===== src/rtl/modulator_select_scheduler.sv =====
// modulator_select_scheduler
// Owns the signal / modulation selector codes for the modulator display path.
// CPU writes are parked in pending registers and only committed on a
// waveform phase-wrap strobe, so the visible selection never changes in the
// middle of a waveform period. An auto-scan mode can step one selector
// through its valid codes after a programmable number of wraps.
//
// Register map (wr_addr / rd_addr):
//   0 SIG   wr: pending signal code      rd: committed signal_selector
//   1 MOD   wr: pending modulation code  rd: committed modulation_selector
//   2 CTRL  bit0 auto_scan, bit1 scan_target (0 = modulation, 1 = signal)
//           rd also returns bit2 busy, bit3 err (sticky, cleared by CTRL write)
//   3 DWELL wraps per scan step (0 behaves as 1), upper bits ignored
//
// Strobes: wr_en and wave_wrap are single-cycle qualifiers sampled on the
// rising clock edge; there is no back-pressure, every strobe is consumed in
// the cycle it is presented. When both arrive together the wrap acts on the
// state before the write, and the write lands afterwards.
module modulator_select_scheduler #(
    parameter int NUM_SIG = 4,
    parameter int NUM_MOD = 5,
    parameter int DWELL_W = 16
) (
    input  logic        clk,
    input  logic        reset,
    input  logic        wr_en,
    input  logic [1:0]  wr_addr,
    input  logic [31:0] wr_data,
    input  logic [1:0]  rd_addr,
    output logic [31:0] rd_data,
    input  logic        wave_wrap,
    output logic [7:0]  signal_selector,
    output logic [3:0]  modulation_selector,
    output logic        sel_update,
    output logic        busy
);

    localparam logic [1:0] ADDR_SIG   = 2'd0;
    localparam logic [1:0] ADDR_MOD   = 2'd1;
    localparam logic [1:0] ADDR_CTRL  = 2'd2;
    localparam logic [1:0] ADDR_DWELL = 2'd3;

    localparam logic [7:0] SIG_LIMIT = 8'(NUM_SIG);
    localparam logic [3:0] MOD_LIMIT = 4'(NUM_MOD);
    localparam logic [7:0] SIG_LAST  = 8'(NUM_SIG - 1);
    localparam logic [3:0] MOD_LAST  = 4'(NUM_MOD - 1);

    // IDLE: nothing pending, scan off. PEND: at least one manual write waits
    // for a wrap. SCAN: auto-scan on and nothing pending. PEND wins over SCAN.
    typedef enum logic [1:0] {
        ST_IDLE = 2'd0,
        ST_PEND = 2'd1,
        ST_SCAN = 2'd2
    } state_t;

    state_t state_q;
    state_t state_n;

    // Architectural registers
    logic [7:0]         sig_q,       sig_n;
    logic [3:0]         mod_q,       mod_n;
    logic [7:0]         pend_sig_q,  pend_sig_n;
    logic [3:0]         pend_mod_q,  pend_mod_n;
    logic               has_sig_q,   has_sig_n;
    logic               has_mod_q,   has_mod_n;
    logic               auto_scan_q, auto_scan_n;
    logic               target_q,    target_n;
    logic               err_q,       err_n;
    logic [DWELL_W-1:0] dwell_q,     dwell_n;
    logic [DWELL_W-1:0] cnt_q,       cnt_n;
    logic               upd_q,       upd_n;
    logic [31:0]        rd_q,        rd_n;

    // Decoded write qualifiers
    logic sig_ok;
    logic mod_ok;
    logic wr_sig;
    logic wr_mod;
    logic wr_ctrl;
    logic wr_dwell;
    logic manual_wr;
    logic auto_after;

    // FSM decode outputs
    logic do_commit;
    logic do_count;

    // Scan counter helpers
    logic [DWELL_W-1:0] dwell_eff;
    logic [DWELL_W:0]   cnt_inc;

    // Write decode: a code is legal only if it is in range and no bits above
    // its field are set.
    always_comb begin
        sig_ok     = (wr_data[31:8] == 24'd0) && (wr_data[7:0] < SIG_LIMIT);
        mod_ok     = (wr_data[31:4] == 28'd0) && (wr_data[3:0] < MOD_LIMIT);
        wr_sig     = wr_en && (wr_addr == ADDR_SIG);
        wr_mod     = wr_en && (wr_addr == ADDR_MOD);
        wr_ctrl    = wr_en && (wr_addr == ADDR_CTRL);
        wr_dwell   = wr_en && (wr_addr == ADDR_DWELL);
        manual_wr  = (wr_sig && sig_ok) || (wr_mod && mod_ok);
        auto_after = wr_ctrl ? wr_data[0] : auto_scan_q;
    end

    // FSM state register
    always_ff @(posedge clk or posedge reset) begin
        if (reset) begin
            state_q <= ST_IDLE;
        end else begin
            state_q <= state_n;
        end
    end

    // FSM next state and wrap actions; a wrap acts on the pre-write state
    always_comb begin
        state_n   = state_q;
        do_commit = 1'b0;
        do_count  = 1'b0;
        case (state_q)
            ST_PEND: begin
                do_commit = wave_wrap;
                if (!wave_wrap || manual_wr) begin
                    state_n = ST_PEND;
                end else if (auto_after) begin
                    state_n = ST_SCAN;
                end else begin
                    state_n = ST_IDLE;
                end
            end
            ST_SCAN, ST_IDLE: begin
                do_count = wave_wrap && (state_q == ST_SCAN);
                if (manual_wr) begin
                    state_n = ST_PEND;
                end else if (auto_after) begin
                    state_n = ST_SCAN;
                end else begin
                    state_n = ST_IDLE;
                end
            end
            default: begin
                state_n = ST_IDLE;
            end
        endcase
    end

    // Datapath next values: wrap effects first, then the register write
    always_comb begin
        sig_n       = sig_q;
        mod_n       = mod_q;
        pend_sig_n  = pend_sig_q;
        pend_mod_n  = pend_mod_q;
        has_sig_n   = has_sig_q;
        has_mod_n   = has_mod_q;
        auto_scan_n = auto_scan_q;
        target_n    = target_q;
        err_n       = err_q;
        dwell_n     = dwell_q;
        cnt_n       = cnt_q;
        dwell_eff   = (dwell_q == '0) ? {{(DWELL_W-1){1'b0}}, 1'b1} : dwell_q;
        cnt_inc     = {1'b0, cnt_q} + {{DWELL_W{1'b0}}, 1'b1};

        if (do_commit) begin
            if (has_sig_q) begin
                sig_n = pend_sig_q;
            end
            if (has_mod_q) begin
                mod_n = pend_mod_q;
            end
            has_sig_n = 1'b0;
            has_mod_n = 1'b0;
            cnt_n     = '0;
        end

        if (do_count) begin
            // >= so that a DWELL lowered below the running count steps on the
            // very next wrap instead of waiting for the counter to wrap around
            if (cnt_inc >= {1'b0, dwell_eff}) begin
                cnt_n = '0;
                if (target_q) begin
                    sig_n = (sig_q == SIG_LAST) ? 8'd0 : sig_q + 8'd1;
                end else begin
                    mod_n = (mod_q == MOD_LAST) ? 4'd0 : mod_q + 4'd1;
                end
            end else begin
                cnt_n = cnt_inc[DWELL_W-1:0];
            end
        end

        if (wr_sig) begin
            if (sig_ok) begin
                pend_sig_n = wr_data[7:0];
                has_sig_n  = 1'b1;
            end else begin
                err_n = 1'b1;
            end
        end

        if (wr_mod) begin
            if (mod_ok) begin
                pend_mod_n = wr_data[3:0];
                has_mod_n  = 1'b1;
            end else begin
                err_n = 1'b1;
            end
        end

        if (wr_ctrl) begin
            auto_scan_n = wr_data[0];
            target_n    = wr_data[1];
            err_n       = 1'b0;
            if (!wr_data[0]) begin
                cnt_n = '0;
            end
        end

        if (wr_dwell) begin
            dwell_n = wr_data[DWELL_W-1:0];
        end
    end

    // sel_update flags any selector change made on this edge
    always_comb begin
        upd_n = (sig_n != sig_q) || (mod_n != mod_q);
    end

    // Read mux over the current register state; registered below
    always_comb begin
        rd_n = 32'd0;
        case (rd_addr)
            ADDR_SIG:   rd_n = {24'd0, sig_q};
            ADDR_MOD:   rd_n = {28'd0, mod_q};
            ADDR_CTRL:  rd_n = {28'd0, err_q, (has_sig_q | has_mod_q),
                                target_q, auto_scan_q};
            ADDR_DWELL: rd_n = 32'(dwell_q);
            default:    rd_n = 32'd0;
        endcase
    end

    // Datapath registers
    always_ff @(posedge clk or posedge reset) begin
        if (reset) begin
            sig_q       <= 8'd0;
            mod_q       <= 4'd0;
            pend_sig_q  <= 8'd0;
            pend_mod_q  <= 4'd0;
            has_sig_q   <= 1'b0;
            has_mod_q   <= 1'b0;
            auto_scan_q <= 1'b0;
            target_q    <= 1'b0;
            err_q       <= 1'b0;
            dwell_q     <= {{(DWELL_W-1){1'b0}}, 1'b1};
            cnt_q       <= '0;
            upd_q       <= 1'b0;
            rd_q        <= 32'd0;
        end else begin
            sig_q       <= sig_n;
            mod_q       <= mod_n;
            pend_sig_q  <= pend_sig_n;
            pend_mod_q  <= pend_mod_n;
            has_sig_q   <= has_sig_n;
            has_mod_q   <= has_mod_n;
            auto_scan_q <= auto_scan_n;
            target_q    <= target_n;
            err_q       <= err_n;
            dwell_q     <= dwell_n;
            cnt_q       <= cnt_n;
            upd_q       <= upd_n;
            rd_q        <= rd_n;
        end
    end

    // Output drive
    always_comb begin
        signal_selector     = sig_q;
        modulation_selector = mod_q;
        sel_update          = upd_q;
        busy                = has_sig_q | has_mod_q;
        rd_data             = rd_q;
    end

endmodule


===== config.mk =====
export PLATFORM = sky130hd
export DESIGN_NAME = modulator_select_scheduler
export DESIGN_NICKNAME = d
export VERILOG_FILES = /design/src/rtl/modulator_select_scheduler.sv
export SDC_FILE = /design/constraint.sdc
export NUM_CORES = 1
export LEC_CHECK = 0
export ABC_AREA = 1
export BUFFER_PORTS_ARGS = -buffer_cell sky130_fd_sc_hd__buf_2
export CAP_MARGIN = 0
export CORE_ASPECT_RATIO = 2
export CORE_MARGIN = 5
export CORE_UTILIZATION = 45
export DETAILED_ROUTE_END_ITERATION = 16
export GPL_TIMING_DRIVEN = 1
export PLACE_DENSITY = 0.64
export SLEW_MARGIN = 20
export SYNTH_ARGS = -nofsm -noshare
export SYNTH_HDL_FRONTEND = slang
export SYNTH_SLANG_ARGS = --single-unit

===== constraint.sdc =====
create_clock -name clk -period 7.76 [get_ports clk]
set_clock_uncertainty 0.2 [all_clocks]
set_input_delay 0.776 -clock clk [delete_from_list [all_inputs] [get_ports clk]]
set_output_delay 0.776 -clock clk [all_outputs]
set_load 0.005 [all_outputs]

==> impl_results.md, run 1 <==
* R2R Setup Slk at 4.19 ns
* Slew @ Worst Pin at 1.06 ns
* Internal power at 878 uW
* Min cycle time layout at roughly 3.6 ns
* Worst path max stage delay at 0.44 ns
* Yosys reg bits at 80
* Clock power share at 34.1%
* CP Cell Sequence: nand3_2 > nor2_2 > nand3_2 > nor2_4 > nand3_2 > nor3b_2 > xor2_1 > ha_1 > nand2_1 > inv_1 > nand2_1 > nor2_1 > nand2_1 > nand2_1 > nor2_2 > nand2_8 > nand3_4 > nand2_2 > nand3_1 > nand2_1 > nor2_1 > nand2_1 > nor2_1 > nand2_1
* Final Cycle Share at 46.0%
* Clock tree buffer depth at 2
* Startpoint Class: flip-flop
* Clock transition at path regs at 0.06 ns
* DP Area at 0.00533 mm^2
* Htree depth at 3
* Post-CTS setup buffer count at 0
* Maximum VDD drop at about 0.11 mV
* Design Area, Final at 0.00565 mm^2
* RSZ-0062 raised after global routing: no
* Syn Inst Count at 636
* Worst skew pair latency at 0.34 ns
* NetSw at 453 uW
* Setup tns final at 0 ns
* Max FO, Critical Path at 17
* CTS tree: yes
* Comb pwr share at 26.4%
* Setup CP Type: reg2reg
* TritonCTS buffer count at 9
* Worst endpoint required time at 7.79 ns
* Vias/cell at 5.05
* Post-cts repair resize count at 0
* Clock sink count at 80
* Max-cap violation count at 0
* Die height at 158 um
* Initial Utilization at 45.5%
* DPL Wire Length at around 11 mm
* N_diodes at 0
* Fin. Hold Viols at 0
* Total GRT Usage at a little over a fifth
* Relative slew margins at 29.2%
* Routed wire length at between 10 and 15 mm
* Crit. End Element: flip-flop
* Async SR Flop Fraction at 100%
* EDFF count, synth at 0
* Post-synthesis cell area at 0.00492 mm^2
* Crit path DAT at 3.60 ns
* Cell mode on critical path: nand2_1
* Seq/Total Area, Yosys at 40.7%
* Outcome: completed
* P_leak at 0.00305 uW
* Sw Ratio at roughly 34%
* GPL Wtd Cong at 0.885
* Commonest non-fill, non-tap cell in the layout: nand2_1
* Final Setup Violations at 0
* CORE AREA at 0.0108 mm^2
* Starting DRC count in detailed routing at ~170
* Sequential Power Share at 39.5%
* Cts hold-fix bufs at 0
* Syn avg cell area at around 7.7 um^2
* Fill cells at 1056
* Layout net count at roughly 760
* Slew Viols, Final at 0
* Top FF cell, synth: dfrtp_1
* Hold Path Class: reg2reg
* Pin count of the biggest net entering global routing at 81
* First-pass GRT wire length at 21.7 mm
* Commonest cells after routing, fill and taps aside: nand2_1, inv_1, dfrtp_1
* Synth-to-Final Area Change at 14.8%
* P per Cell Area at 236 mW/mm^2
* Vias in the first global route at 4477
* Vias at between 4k and 5k
* DRC violations left at 0
* Initial antenna violation count at 0
* Post-DR wirelength/cell at 16.0 um
* Root Driver: clkbuf_16
* DRT antenna net count at 0
* Synth cell types at 47
* Slowest cell on crit path: dfrtp_1
* Rows at 54
* Gr ovfl total at 0
* Die ar. at roughly 0.013 mm^2
* Port bufs at between 60 and 70
* YS warnings at 0
* First-pass DRT Iterations at 4
* Boundary Pins at 86
* Die W at between 80 and 90 um
* Layout cells sized above 1 at between 15 and 20%
* Max Clk Rate at 0.280 GHz
-- worst max-delay path: cells and delay by family (launching register included) --
kind                       cells  cell delay, ns
xor gates and xnor gates       1            0.23
DFF                            1            0.44
and+or+nand+nor               21            2.23
adders and majority gates      1            0.31
buffers and inverters          1            0.04
-- flip-flops by register name (all words and copies together), names as in the netlist --
name and count:
state_q 2, rd_data 16, has_mod_q 1, modulation_selector 4, dwell_q 16, signal_selector 8, pend_sig_q 8, cnt_q 16
err_q 1, sel_update 1, auto_scan_q 1, has_sig_q 1, pend_mod_q 4, target_q 1
-- metrics by stage --
step                utilization [%]  hold slack, ns  setup slack (ns)  cells  power, uW
global route                   52.3           0.304              3.84    849       1410
CTS                            52.2           0.281              4.17    849       1340
global placement               49.3           0.253              4.26    833        875
floorplan                         -           0.236              4.67    651        768
detailed placement             49.3           0.264              4.18    833        884
finish                         52.3           0.281              4.19    849       1330
-- power by group through the flow --
stage | Sequential, uW | Clock (uW) | Combinational, uW
2_1_floorplan | 518 | 0 | 250
3_3_place_gp | 531 | 0 | 344
3_5_place_dp | 532 | 0 | 352
4_1_cts | 526 | 460 | 356
5_1_grt | 532 | 479 | 397
6_report | 526 | 454 | 352
-- cell usage after synthesis (2+ instances only) --
cell type	n	area [um^2]
a21o_1	3	22.5
a21oi_1	21	105
a22oi_1	3	22.5
buf_2	4	20.0
buf_4	16	120
clkbuf_1	7	26.3
dfrtp_1	79	1980
ha_1	20	250
inv_1	93	349
inv_2	5	18.8
nand2_1	159	597
nand2_2	17	106
nand3_1	28	140
nand3_2	5	50.1
nand3b_1	2	15.0
nand4_1	13	81.3
nand4_2	7	87.6
nor2_1	52	195
nor2_2	4	25.0
nor2_4	4	45.0
nor3_1	7	35.0
nor4_1	6	37.5
o2111ai_1	2	17.5
o21ai_0	38	190
o22ai_1	4	25.0
xnor2_1	4	35.0
xor2_1	13	114
-- layout make-up --
| class | instances | area, um^2 | share of cell area [%] |
|---|---|---|---|
| clock buffer | 10 | 229 | 4.05 |
| inverter | 98 | 369 | 6.53 |
| sequential | 80 | 2000 | 35.5 |
| clock inverter | 6 | 83.8 | 1.48 |
| timing repair buffer | 70 | 357 | 6.31 |
| multi-input combinational | 445 | 2430 | 43.1 |
| tap | 140 | 175 | 3.10 |
-- kinds of logic after synthesis --
logic type | Yosys count | synth area share [%]
AO/OA/AOI/OAI | 80 | 9.43
XOR/XNOR | 17 | 3.02
adder cells (fa/ha/maj) | 20 | 5.08
buffers and inverters | 126 | 11.1
flip-flops | 80 | 40.7
other | 1 | 0.0762
AND/OR/NAND/NOR | 312 | 30.6
-- path summary, 6_finish.rpt --
check,startpoint,endpoint,depth (start not counted)
min in group asynchronous,reset,cnt_q[8],3
max in group asynchronous,reset,cnt_q[15],3
hold / removal,pend_sig_q[6],pend_sig_q[6],2
setup / recovery,cnt_q[2],sel_update,24
setup reg to reg,cnt_q[2],sel_update,24
hold reg to reg,pend_sig_q[6],pend_sig_q[6],2
-- metal layers --
layer | wire length (um) | GRT usage [%] | vias to the layer above
li1 | - | - | 2140
met1 | 4660 | 19.7 | 2011
met2 | 7650 | 41.2 | 93
met3 | 402 | 2.97 | 44
met4 | 864 | 13.9 | 0
met5 | 0 | 0 | -
(Power assumes the default switching activity.)
==> run 2, diff against run 1 <==
clock period = 3.65 ns   (was 7.76 ns; I/O delays follow)
==> impl_results.md, run 2 (synthesized netlist as in run 1, its figures left out) <==
* Outcome: finished with violations
* Failing checks: negative hold slack
* Vias in the first global route at 4351 (-2.8%)
* Max Clk Rate at 0.294 GHz (+4.8%)
* Maximum VDD drop at 0.284 mV (+150%)
* Slew Viols, Final at 0 (unchanged)
* Final Setup Violations at 0 (unchanged)
* Final Cycle Share at 93.3% (+47 points)
* NetSw at 984 uW (+120%)
* Port bufs at 69 (unchanged)
* Initial antenna violation count at 0 (unchanged)
* Inst Count DP at 835 (+0.24%)
* First-pass GRT wire length at 21.4 mm (-1.2%)
* Sequential Power Share at 38.8% (-0.7 points)
* Max-cap violation count at 0 (unchanged)
* Die W at 84.0 um (unchanged)
* Clock sink count at 80 (unchanged)
* Initial Utilization at 45.5% (unchanged)
* Commonest non-fill, non-tap cell in the layout: nand2_1
* Crit. End Element: flip-flop
* R2R Setup Slk at 0.24 ns (-3.95 ns)
* Worst R2R Path Depth at 21 (-13%)
* Cell mode on critical path: nand2_1
* Root Driver: clkbuf_16
* Die ar. at 0.0133 mm^2 (unchanged)
* CP Cell Sequence: nand2_2 > nor2_4 > nand3_2 > nor2_4 > nand3_2 > nor3b_2 > xor2_1 > ha_1 > buf_4 > nand3_1 > nor2_2 > nand2_4 > nand2_8 > buf_4 > nand4_1 > nand3_1 > nand2_1 > nor2_1 > nand2_1 > nor2_1 > nand2_1
* Htree depth at 3 (unchanged)
* Vias/cell at 5.07 (+0.35%)
* N_diodes at 0 (unchanged)
* Worst path max stage delay at 0.41 ns (-0.03 ns)
* First-pass DRT Iterations at 5 (+1)
* Setup CP Type: reg2reg
* Slowest cell on crit path: dfrtp_1
* R2r endpoint: sel_update
* Commonest cells after routing, fill and taps aside: nand2_1, inv_1, dfrtp_1
* Hold Slack at -0.0211 ns (-0.302 ns)
* DPL Wire Length at 10.9 mm (+1.1%)
* Non-Filler Instances at 863 (+1.6%)
* Area of the multi-input gates at 0.00247 mm^2 (+1.7%)
* RR Startpoint: cnt_q[3]
* Fin. Hold Viols at 10 (+10)
* Post-DR wirelength/cell at 15.7 um (-1.6%)
* Layout net count at 778 (+1.8%)
* Pin count of the biggest net entering global routing at 55 (-32%)
* Starting DRC count in detailed routing at 215 (+24%)
* Sw Ratio at 34.1% (+0.11 points)
* Synth-to-Final Area Change at 18.1%
* Clock power share at 34.0% (about the same)
* Gr ovfl total at 0 (unchanged)
* Min cycle time layout at 3.41 ns (-0.165 ns)
* Hold Path Class: in2async
* Clock transition at path regs at 0.06 ns (about the same)
* Cts hold-fix bufs at 0 (unchanged)
* Slew @ Worst Pin at 0.922 ns (-0.137 ns)
* DRC violations left at 0 (unchanged)
* Total GRT Usage at 20.9% (-0.056 points)
* Comb pwr share at 27.3% (+0.9 points)
* Startpoint Class: flip-flop
* Worst endpoint required time at 3.68 ns (-4.11 ns)
* Crit path DAT at 3.44 ns (-0.16 ns)
* Vias at 4374 (+2.0%)
* Routed wire length at 13.6 mm (about the same)
* Relative slew margins at 38.6% (+9.4 points)
* CTS tree: yes
* Tot Pwr at 2880 uW (+120%)
* Worst path buffer plus inverter count at 2 (+1)
* TritonCTS buffer count at 9 (unchanged)
* P per Cell Area at 496 mW/mm^2 (+110%)
* Rows at 54 (unchanged)
* CORE AREA at 0.0108 mm^2 (unchanged)
* Die height at 158 um (unchanged)
* Clock tree buffer depth at 2 (unchanged)
* Worst skew pair latency at 0.34 ns (about the same)
* P_leak at 0.00313 uW (+2.8%)
* Layout cells sized above 1 at 22.1% (+2.8 points)
* Fill cells at 1058 (+0.19%)
* Crit path max-delay family: simple AND/OR/NAND/NOR gates
* DRT antenna net count at 0 (unchanged)
* Max FO, Critical Path at 13 (-4)
* Boundary Pins at 86 (unchanged)
* GPL Wtd Cong at 0.947 (+7.1%)
* Register area at 0.00201 mm^2 (+0.12%)
* Internal power at 1900 uW (+120%)
## run 2: cell types whose count changed in the layout (fill, tap and decap cells not counted), sizes merged
| cell | previous run | this run |
|---|---|---|
| buf | 70 | 84 |
| clkbuf | 10 | 9 |
| clkinvlp | 0 | 1 |
| inv | 97 | 98 |
| clkinv | 5 | 4 |
## run 2: metal layers
layer,track usage [%],wire (um),vias to the layer above
met1,19.8,4550,2067
met3,3.44,427,34
li1,-,-,2170
met5,0,0,-
met4,12.3,699,0
met2,41.4,7900,103
## run 2: timing repair
action / CTS / global route
endpoints found under the setup margin: 0 / 16
setup buffers: 0 / 12
resized for setup: 0 / 11
## run 2: power groups by stage
stage	combinational (uW)	sequential, uW	clock (uW)
final	786	1120	980
after global routing	898	1130	1040
after CTS	756	1120	993
after detailed placement	750	1130	0
after global placement	740	1130	0
after floorplan	532	1100	0
## run 2: per-stage QoR
| step | hold slack [ns] | utilization [%] | worst slack (ns) | setup TNS (ns) | cell area, um^2 |
|---|---|---|---|---|---|
| global route | 0.0729 | 53.8 | -0.00869 | -0.00869 | 5820 |
| CTS | 0.0292 | 52.4 | 0.0190 | 0 | 5670 |
| floorplan | 0.236 | - | 0.563 | 0 | 4980 |
| detailed placement | 0.256 | 49.4 | 0.0593 | 0 | 5350 |
| global placement | 0.251 | 49.4 | 0.142 | 0 | 5350 |
| finish | -0.0211 | 53.8 | 0.243 | 0 | 5820 |
## run 2: layout make-up
type / instances / share of cell area, %
Clock buffer: 9 / 3.87
Clock inverter: 7 / 1.64
Inverter: 98 / 6.35
Multi-Input combinational cell: 445 / 42.6
Sequential cell: 80 / 34.5
Tap cell: 140 / 3.01
Timing Repair Buffer: 84 / 8.09
## run 2: worst max path at each step
stage	cells past startpoint	endpoint	start	slack (ns)
6_report	21	sel_update	cnt_q[3]	0.24
5_1_grt	24	sel_update	cnt_q[3]	-0.009
4_1_cts	24	sel_update	cnt_q[2]	0.02
3_5_place_dp	24	sel_update	cnt_q[2]	0.06
3_3_place_gp	24	sel_update	cnt_q[0]	0.14
2_1_floorplan	23	sel_update	cnt_q[2]	0.56
## run 2: worst register-to-register path, stage by stage (launching register included)
cell and delay, ns:
dfrtp_1 0.41, nand2_2 0.12, nor2_4 0.14, nand3_2 0.11, nor2_4 0.17, nand3_2 0.10, nor3b_2 0.18, xor2_1 0.11
ha_1 0.34, buf_4 0.13, nand3_1 0.09, nor2_2 0.17, nand2_4 0.09, nand2_8 0.14, buf_4 0.15, nand4_1 0.10
nand3_1 0.11, nand2_1 0.09, nor2_1 0.10, nand2_1 0.09, nor2_1 0.11, nand2_1 0.05
